**src/rtl/i2c_reg_slave.sv**
```systemverilog
// rtl/i2c_reg_slave.sv - I2C slave bridging a 16-bit register pointer to a simple register bus
module i2c_reg_slave #(
  parameter logic [6:0] SLAVE_ADDR  = 7'h59,
  parameter int         SYNC_STAGES = 2
) (
  input  logic        clk,
  input  logic        rst,
  input  logic        scl_i,
  input  logic        sda_i,
  output logic        sda_oe,
  output logic [15:0] reg_addr,
  output logic [7:0]  reg_wdata,
  output logic        reg_wr,
  output logic        reg_rd,
  input  logic [7:0]  reg_rdata,
  output logic        busy
);

  typedef enum logic [3:0] {
    IDLE, DEV, ACK_DEV, AHI, ACK_AHI, ALO, ACK_ALO, WDAT, ACK_WDAT, RDAT, MACK
  } state_t;

  logic [SYNC_STAGES-1:0] scl_sync, sda_sync;
  logic scl_s, sda_s, scl_d, sda_d;
  logic scl_rise, scl_fall, start_det, stop_det;

  state_t      state, state_n;
  logic [3:0]  bit_cnt, bit_cnt_n;
  logic [7:0]  rx, rx_n, tx, tx_n, ahi, ahi_n, wdata, wdata_n;
  logic [15:0] ptr, ptr_n;
  logic        oe, oe_n, wr, wr_n, rd, rd_n, rd_pend, busy_r, busy_n;

  assign scl_s     = scl_sync[SYNC_STAGES-1];
  assign sda_s     = sda_sync[SYNC_STAGES-1];
  assign scl_rise  = scl_s & ~scl_d;
  assign scl_fall  = ~scl_s & scl_d;
  assign start_det = scl_s & scl_d & sda_d & ~sda_s;
  assign stop_det  = scl_s & scl_d & ~sda_d & sda_s;

  assign sda_oe    = oe;
  assign reg_addr  = ptr;
  assign reg_wdata = wdata;
  assign reg_wr    = wr;
  assign reg_rd    = rd;
  assign busy      = busy_r;

  // Bring the asynchronous bus lines into the clk domain and keep one delayed copy for edge detection
  always_ff @(posedge clk) begin
    if (rst) begin
      scl_sync <= '1;
      sda_sync <= '1;
      scl_d    <= 1'b1;
      sda_d    <= 1'b1;
    end else begin
      scl_sync <= {scl_sync[SYNC_STAGES-2:0], scl_i};
      sda_sync <= {sda_sync[SYNC_STAGES-2:0], sda_i};
      scl_d    <= scl_s;
      sda_d    <= sda_s;
    end
  end

  // State and datapath registers
  always_ff @(posedge clk) begin
    if (rst) begin
      state   <= IDLE;
      bit_cnt <= 4'd0;
      rx      <= 8'h00;
      tx      <= 8'h00;
      ahi     <= 8'h00;
      wdata   <= 8'h00;
      ptr     <= 16'h0000;
      oe      <= 1'b0;
      wr      <= 1'b0;
      rd      <= 1'b0;
      rd_pend <= 1'b0;
      busy_r  <= 1'b0;
    end else begin
      state   <= state_n;
      bit_cnt <= bit_cnt_n;
      rx      <= rx_n;
      tx      <= tx_n;
      ahi     <= ahi_n;
      wdata   <= wdata_n;
      ptr     <= ptr_n;
      oe      <= oe_n;
      wr      <= wr_n;
      rd      <= rd_n;
      rd_pend <= rd;
      busy_r  <= busy_n;
    end
  end

  // Next-state logic: bits shift in on SCL rise, SDA drive changes only after SCL fall
  always_comb begin
    state_n   = state;
    bit_cnt_n = bit_cnt;
    rx_n      = rx;
    tx_n      = tx;
    ahi_n     = ahi;
    wdata_n   = wdata;
    ptr_n     = ptr;
    oe_n      = oe;
    wr_n      = 1'b0;
    rd_n      = 1'b0;
    busy_n    = busy_r;

    // Read data lands the clk after the request; the pointer advances once the byte is held
    if (rd_pend) begin
      tx_n  = reg_rdata;
      ptr_n = ptr + 16'd1;
    end
    if (wr) ptr_n = ptr + 16'd1;

    if (start_det) begin
      state_n   = DEV;
      bit_cnt_n = 4'd0;
      oe_n      = 1'b0;
    end else if (stop_det) begin
      state_n = IDLE;
      oe_n    = 1'b0;
    end else begin
      case (state)
        DEV, AHI, ALO, WDAT: begin
          if (scl_rise) begin
            rx_n      = {rx[6:0], sda_s};
            bit_cnt_n = bit_cnt + 4'd1;
            if (state == ALO && bit_cnt == 4'd7) ptr_n = {ahi, rx[6:0], sda_s};
          end else if (scl_fall && bit_cnt == 4'd8) begin
            bit_cnt_n = 4'd0;
            oe_n      = 1'b1;
            case (state)
              DEV: begin
                if (rx[7:1] == SLAVE_ADDR) begin
                  state_n = ACK_DEV;
                  rd_n    = rx[0];
                end else begin
                  state_n = IDLE;
                  oe_n    = 1'b0;
                end
              end
              AHI: begin
                state_n = ACK_AHI;
                ahi_n   = rx;
              end
              ALO: state_n = ACK_ALO;
              default: begin
                state_n = ACK_WDAT;
                wr_n    = 1'b1;
                wdata_n = rx;
              end
            endcase
          end
        end
        ACK_DEV, ACK_AHI, ACK_ALO, ACK_WDAT: begin
          if (scl_fall) begin
            bit_cnt_n = 4'd0;
            oe_n      = 1'b0;
            case (state)
              ACK_DEV: begin
                if (rx[0]) begin
                  state_n = RDAT;
                  oe_n    = ~tx[7];
                end else begin
                  state_n = AHI;
                end
              end
              ACK_AHI: state_n = ALO;
              default: state_n = WDAT;
            endcase
          end
        end
        RDAT: begin
          if (scl_rise) begin
            bit_cnt_n = bit_cnt + 4'd1;
          end else if (scl_fall) begin
            if (bit_cnt == 4'd8) begin
              state_n = MACK;
              oe_n    = 1'b0;
            end else begin
              tx_n = {tx[6:0], 1'b0};
              oe_n = ~tx[6];
            end
          end
        end
        MACK: begin
          if (scl_rise) begin
            if (sda_s) state_n = IDLE;
            else       rd_n    = 1'b1;
          end else if (scl_fall) begin
            state_n   = RDAT;
            bit_cnt_n = 4'd0;
            oe_n      = ~tx[7];
          end
        end
        default: ;
      endcase
    end

    if (state_n == ACK_DEV)   busy_n = 1'b1;
    else if (state_n == IDLE) busy_n = 1'b0;
  end

endmodule

```
**config.mk**
```make
export PLATFORM = sky130hd
export DESIGN_NAME = i2c_reg_slave
export DESIGN_NICKNAME = d
export VERILOG_FILES = /design/src/rtl/i2c_reg_slave.sv
export SDC_FILE = /design/constraint.sdc
export NUM_CORES = 1
export LEC_CHECK = 0
export ABC_AREA = 1
export CAP_MARGIN = 40
export CELL_PAD_IN_SITES_DETAIL_PLACEMENT = 1
export CELL_PAD_IN_SITES_GLOBAL_PLACEMENT = 1
export CORE_MARGIN = 1
export CORE_UTILIZATION = 45
export CTS_BUF_LIST = sky130_fd_sc_hd__clkbuf_4
export DETAILED_ROUTE_END_ITERATION = 6
export GPL_TIMING_DRIVEN = 0
export PLACE_DENSITY = 0.87
export SLEW_MARGIN = 20
export SYNTH_ARGS = -nofsm -noshare
export SYNTH_HDL_FRONTEND = slang
export SYNTH_SLANG_ARGS = --single-unit
```
**constraint.sdc**
```tcl
create_clock -name clk -period 4 [get_ports clk]
set_input_delay 0.8 -clock clk [delete_from_list [all_inputs] [get_ports clk]]
set_output_delay 0.8 -clock clk [all_outputs]
set_load 0.01 [all_outputs]
```
# ---- Word-level counts from Yosys, hierarchy flattened
# Index checks and enable logic that the tools add are counted.
# W data, S select, Z words.
dict set report totals {
  ff_bits 67
  word_cells 135
}
dict set report classes {
  bitwise_logic 19
  eq_ne 23
  n_mux 59
  reduce_logical 16
  addsub 2
}
# operator count
set ops {}
lappend ops {{$mux W16} 7}
lappend ops {{$mux W4} 17}
lappend ops {{$mux W8} 7}
lappend ops {{$pmux W4 S4} 2}
lappend ops {{$mux W1} 21}
lappend ops {{$eq A4 B3 Y1 const B} 5}
lappend ops {{$add A16 B1 Y16 const B} 1}
lappend ops {{$eq A4 B4 Y1 const B} 4}
lappend ops {{$ne A2 B2 Y1 const B} 8}
lappend ops {{$eq A4 B2 Y1 const B} 3}
lappend ops {{$not A1 Y1} 12}
lappend ops {{$pmux W4 S3} 1}
lappend ops {{$reduce_and A6 Y1} 2}
lappend ops {{$pmux W4 S2} 1}
lappend ops {{$reduce_and A8 Y1} 1}
lappend ops {{$reduce_or A4 Y1} 2}
lappend ops {{$and A1 B1 Y1} 7}
lappend ops {{$eq A7 B7 Y1 const B} 1}
lappend ops {{$reduce_or A3 Y1} 2}
lappend ops {{$reduce_or A6 Y1} 1}
lappend ops {{$reduce_and A5 Y1} 1}
lappend ops {{$add A4 B1 Y4 const B} 1}
lappend ops {{$eq A4 B1 Y1 const B} 1}
lappend ops {{$logic_not A4 Y1} 1}
lappend ops {{other kinds (9)} 10}

# ---- Depth between registers and ports, before layout
dict set report logic_depth {
  ltp_word 11
  mapped_depth 14
}

# ---- Least setup slack after synthesis
# OpenSTA, ideal clock, no wires.
dict set report synth_timing {
  path_type {register to register}
  from {reg bit_cnt[0]}
  to {reg busy_r, in the netlist busy}
  slack_ps 2376
  synth_period_minus_slack_ps 1624
  t_required_ps 3885
  path_stages_with_launch 14
  arrival_time_ps 1509
  cell_sequence {dfxtp_1 -> inv_1 -> ha_1 -> nand2_2 -> nor2_4 -> nand2_2 -> clkinv_1 -> nand2_1 -> nor2_2 -> nor2_1 -> a21oi_2 -> nor2_2 -> a21oi_1 -> nor2_1}
}
dict set report synth_between {
  elab_chain_cells 9
  elab_cells_between_ends 14
  classes_between {eq/ne: 2; mux: 9; reduce/logical: 3}
}
# item line_no
set synth_rtl {}
lappend synth_rtl {{from (decl)} 28} ;# logic [3:0] bit_cnt, bit_cnt_n;
lappend synth_rtl {{from (signal assigned)} 79} ;# bit_cnt <= bit_cnt_n;
lappend synth_rtl {{$eq A4 B4 Y1 *} {128, 176}}
lappend synth_rtl {{$mux W4 or $logic_and A1 B1 Y1 (tied branches)} {176, 128}}
lappend synth_rtl {{$mux W4, on equally long branches} {175, 128}}
lappend synth_rtl {{$mux W4, on equally long branches} {173, 124}}
lappend synth_rtl {{$pmux W4 S4 *} 122} ;# case (state)
lappend synth_rtl {{$mux W4 *} 118} ;# end else if (stop_det) begin
lappend synth_rtl {{$mux W4 *} 114} ;# if (start_det) begin
lappend synth_rtl {{$eq A4 B2 Y1 or $logic_not A4 Y1 (tied branches)} {199, 200}}
lappend synth_rtl {{$mux W1 or $reduce_bool A2 Y1 (tied branches)} n/a}
lappend synth_rtl {{to (signal assigned)} 89} ;# busy_r <= busy_n;
lappend synth_rtl {{to (decl)} 31} ;# logic oe, oe_n, wr, wr_n, rd, rd_n, rd_pend, busy_r, busy_n;
# Every way passes the cells marked *; elsewhere a longest branch is shown, timed or not.
# A chain may end at the register's enable or synchronous reset.

# ---- Worst setup path after layout
dict set report layout_timing {
  from {reg ptr[10], in the netlist reg_addr[10]}
  to {out reg_addr[10]}
}
# item line_no
set layout_rtl {}
lappend layout_rtl {{from (decl)} 30} ;# logic [15:0] ptr, ptr_n;
lappend layout_rtl {{from (signal assigned)} 84} ;# ptr <= ptr_n;
lappend layout_rtl {{to (decl)} 11} ;# output logic [15:0] reg_addr,
# No word-level cell between the ends.

==> results.toml <==
[clock_network]
cts_buffers = 9
clk_pin_slew_ns = 0.13
ctsHoldBuffers = 0
cts_resized = 0
cts_setup_buffers = 0
tritoncts = "built"
clock_sinks = 67
clockBufferDepth = 2
htreeDepth = 3
cts_root_buf = "clkbuf_4"
clkLatencyLatePin_ns = 0.42

[layout]
antenna_cells = 0
fin_util = 0.577
multi_input_area_um2 = 1680
nNetsFinal = 522
drive_gt1_frac = 0.133
ff_latch_area_um2 = 1340
syn_to_final_growth_pct = 21.3
nFillCells = 928

[drt]
initialDrtViolationCount = 162
antenna_left = 0
routed_via_density = 5.28
via_count = 3211
first_pass_iters = 4
wl_mm = 9.87
drcViolationCount = 0
avgRoutedWirePerCell_um = 16.2

[synthesis]
synth_xor_area_frac = 0.0320
synth_compound_area_frac = 0.194
synth.top_cell.area_share = 0.408
syn_nets = 472
synth_area_leaders = "dfxtp_1 (41%), nand2_1 (9.0%), a21oi_1 (8.2%)"
yosys_register_bits = 67
postSynthAreaPerCell_um2 = 7.19
synthDistinctLibCells = 37
syn_inst = 457
synthSimpleGateAreaFrac = 0.269
yosys_warnings = 0
synth-adder-area-share = 0.0114
syn-cell-area_um2 = 3290
yosys.area.top_type = "dfxtp_1"
synth_seq_area_share = 0.408
synth_top_family_by_area = "simple AND/OR/NAND/NOR gates"
synthMuxAreaShare = 0.00343

[critical_path]
crit_buf_inv = 1
cp.arrival_ns = 1.48
setup.worst_path.end_class = "output pin"
cp_top_family = "buffers and inverters"
crit_chain = "clkdlybuf4s50_1"
slowest_stage = "clkdlybuf4s50_1"
path_max_fanout = 5
cp_slowest_stage_delay_ns = 0.59
worstSetupPathType = "reg2out"
startpoint_type = "flip-flop"
critical_path_required_ns = 3.20

[floorplanning]
core_area_um2 = 6910
dieArea_um2 = 7650
start_util = 0.476
rows = 30
die_h_um = 87.5
die_width_um = 87.5
io_pins = 40

[sta]
clock_skew_ns = 0.0136
tightest_slew_ns = 0.594
timing.fmax_mhz = 439
finalCriticalPeriod_ns = 2.28
setup_tns_ns = 0
setup_viol = 0
rsz0062_at_grt = "no"
timing.final.hold_violations = 0
min_period_over_period = 0.569
slew_violations = 0
maxSlewHeadroom = 0.604

[place]
portBuffers = 39
gp_congestion = 0.902
dp_hpwl_mm = 7.23

[power_and_ir_drop]
ir_drop_uv = 295
power_density_nw_per_um2 = 449
p_leak_nw = 1.63

[global_routing]
grt_pass1_wl_mm = 16.5
antenna_found_initial = 0
grt_pass1_vias = 3339
grt_use_total = 0.282
grt_overflow_total = 0
grt_max_degree = 14

[worst_hold_path]
hp-class = "reg2reg"

[run]
drv_cap = 0

[run_status]
status = "finished, final reports clean"
==> synth_stat cells <==
cell	count
buf_4	1
clkinv_1	1
o31ai_1	1
inv_2	9
nor2_2	10
clkbuf_2	1
ha_1	3
o21ai_0	50
a21o_1	1
a211oi_1	2
nor3_4	1
o21ai_1	8
nand2_2	9
nor3b_1	1
o211ai_1	1
nor2_4	7
nor3_2	1
mux2_2	1
nor2_1	39
a21oi_1	54
nand3_4	1
inv_1	48
o21bai_1	1
nand4_1	4
xor2_1	11
nor3_1	9
nand3_2	2
a21oi_2	2
or2_2	5
clkbuf_1	8
xnor2_1	1
a31oi_1	1
buf_2	2
dfxtp_1	67
a311oi_1	1
nand2_1	79
nand3_1	14
==> state kept, by name (all words and copies together), names as in the netlist <==
name,cells
sda_d,1
busy,1
sda_sync,2
reg_wr,1
sda_oe,1
bit_cnt,4
scl_d,1
tx,8
rd_pend,1
state,4
ahi,8
reg_addr,16
reg_rd,1
reg_wdata,8
rx,8
scl_sync,2
==> cells by family (layout without fill, tap and decap cells) <==
kind of cell | count (synthesis) | after routing
AO/OA/AOI/OAI | 122 | 122
adder cells (fa/ha/maj) | 3 | 3
AND/OR/NAND/NOR | 182 | 182
multiplexers | 1 | 1
buffers and inverters | 70 | 125
XOR/XNOR | 12 | 12
flip-flops | 67 | 67
==> metrics by stage <==
stage	total power, mW	worst slack [ns]	std cells	hold slack [ns]	cell area [µm²]
2_1_floorplan	1.08	2.38	457	0.389	3290
3_3_place_gp	1.19	1.78	592	0.394	3800
3_5_place_dp	1.21	1.72	592	0.407	3800
4_1_cts	1.80	1.70	608	0.458	3990
5_1_grt	1.89	1.65	608	0.474	3990
6_report	1.79	1.72	608	0.457	3990
==> final cells by class <==
| type | instances | area share |
|---|---|---|
| clock buffer | 9 | 0.0169 |
| timing repair buffer | 39 | 0.0979 |
| multi-input combinational | 320 | 0.420 |
| inverter | 58 | 0.0546 |
| buffer | 12 | 0.0132 |
| clock inverter | 7 | 0.0308 |
| sequential | 67 | 0.336 |
| tap | 96 | 0.0301 |
==> layer usage <==
metal | global-route usage | wire [µm] | up-vias
met5 | 0 | 0 | -
met4 | 0.0835 | 180 | 0
met3 | 0.0588 | 337 | 20
met2 | 0.476 | 4820 | 56
met1 | 0.362 | 4540 | 1545
li1 | - | - | 1590
==> path summary, 6_finish.rpt <==
kind                start  cells after the start           end  slack (ns)
max          reg_addr[10]                      1  reg_addr[10]        1.72
min                reg_rd                      2       rd_pend        0.46
max reg2reg   sda_sync[1]                      9          busy        2.06
min reg2reg        reg_rd                      2       rd_pend        0.46
==> cells in the final DEF, fill, tap and decap left out, types with 8 or more instances in the layout <==
master and instances:
nor2_1 39, nor3_1 9, inv_2 9, dfxtp_1 67, inv_1 48, nand3_1 14
nand2_2 9, xor2_1 11, a21oi_1 54, nand2_1 79, o21ai_1 8, clkbuf_4 9
clkdlybuf4s50_1 39, clkbuf_1 8, o21ai_0 50, nor2_2 10
==> power by group <==
part	internal [mW]	switching [mW]
Sequential	0.694	0.0276
Combinational	0.161	0.314
Clock	0.320	0.276
Total	1.17	0.617
Note: power is estimated with default switching activity, not from simulation.
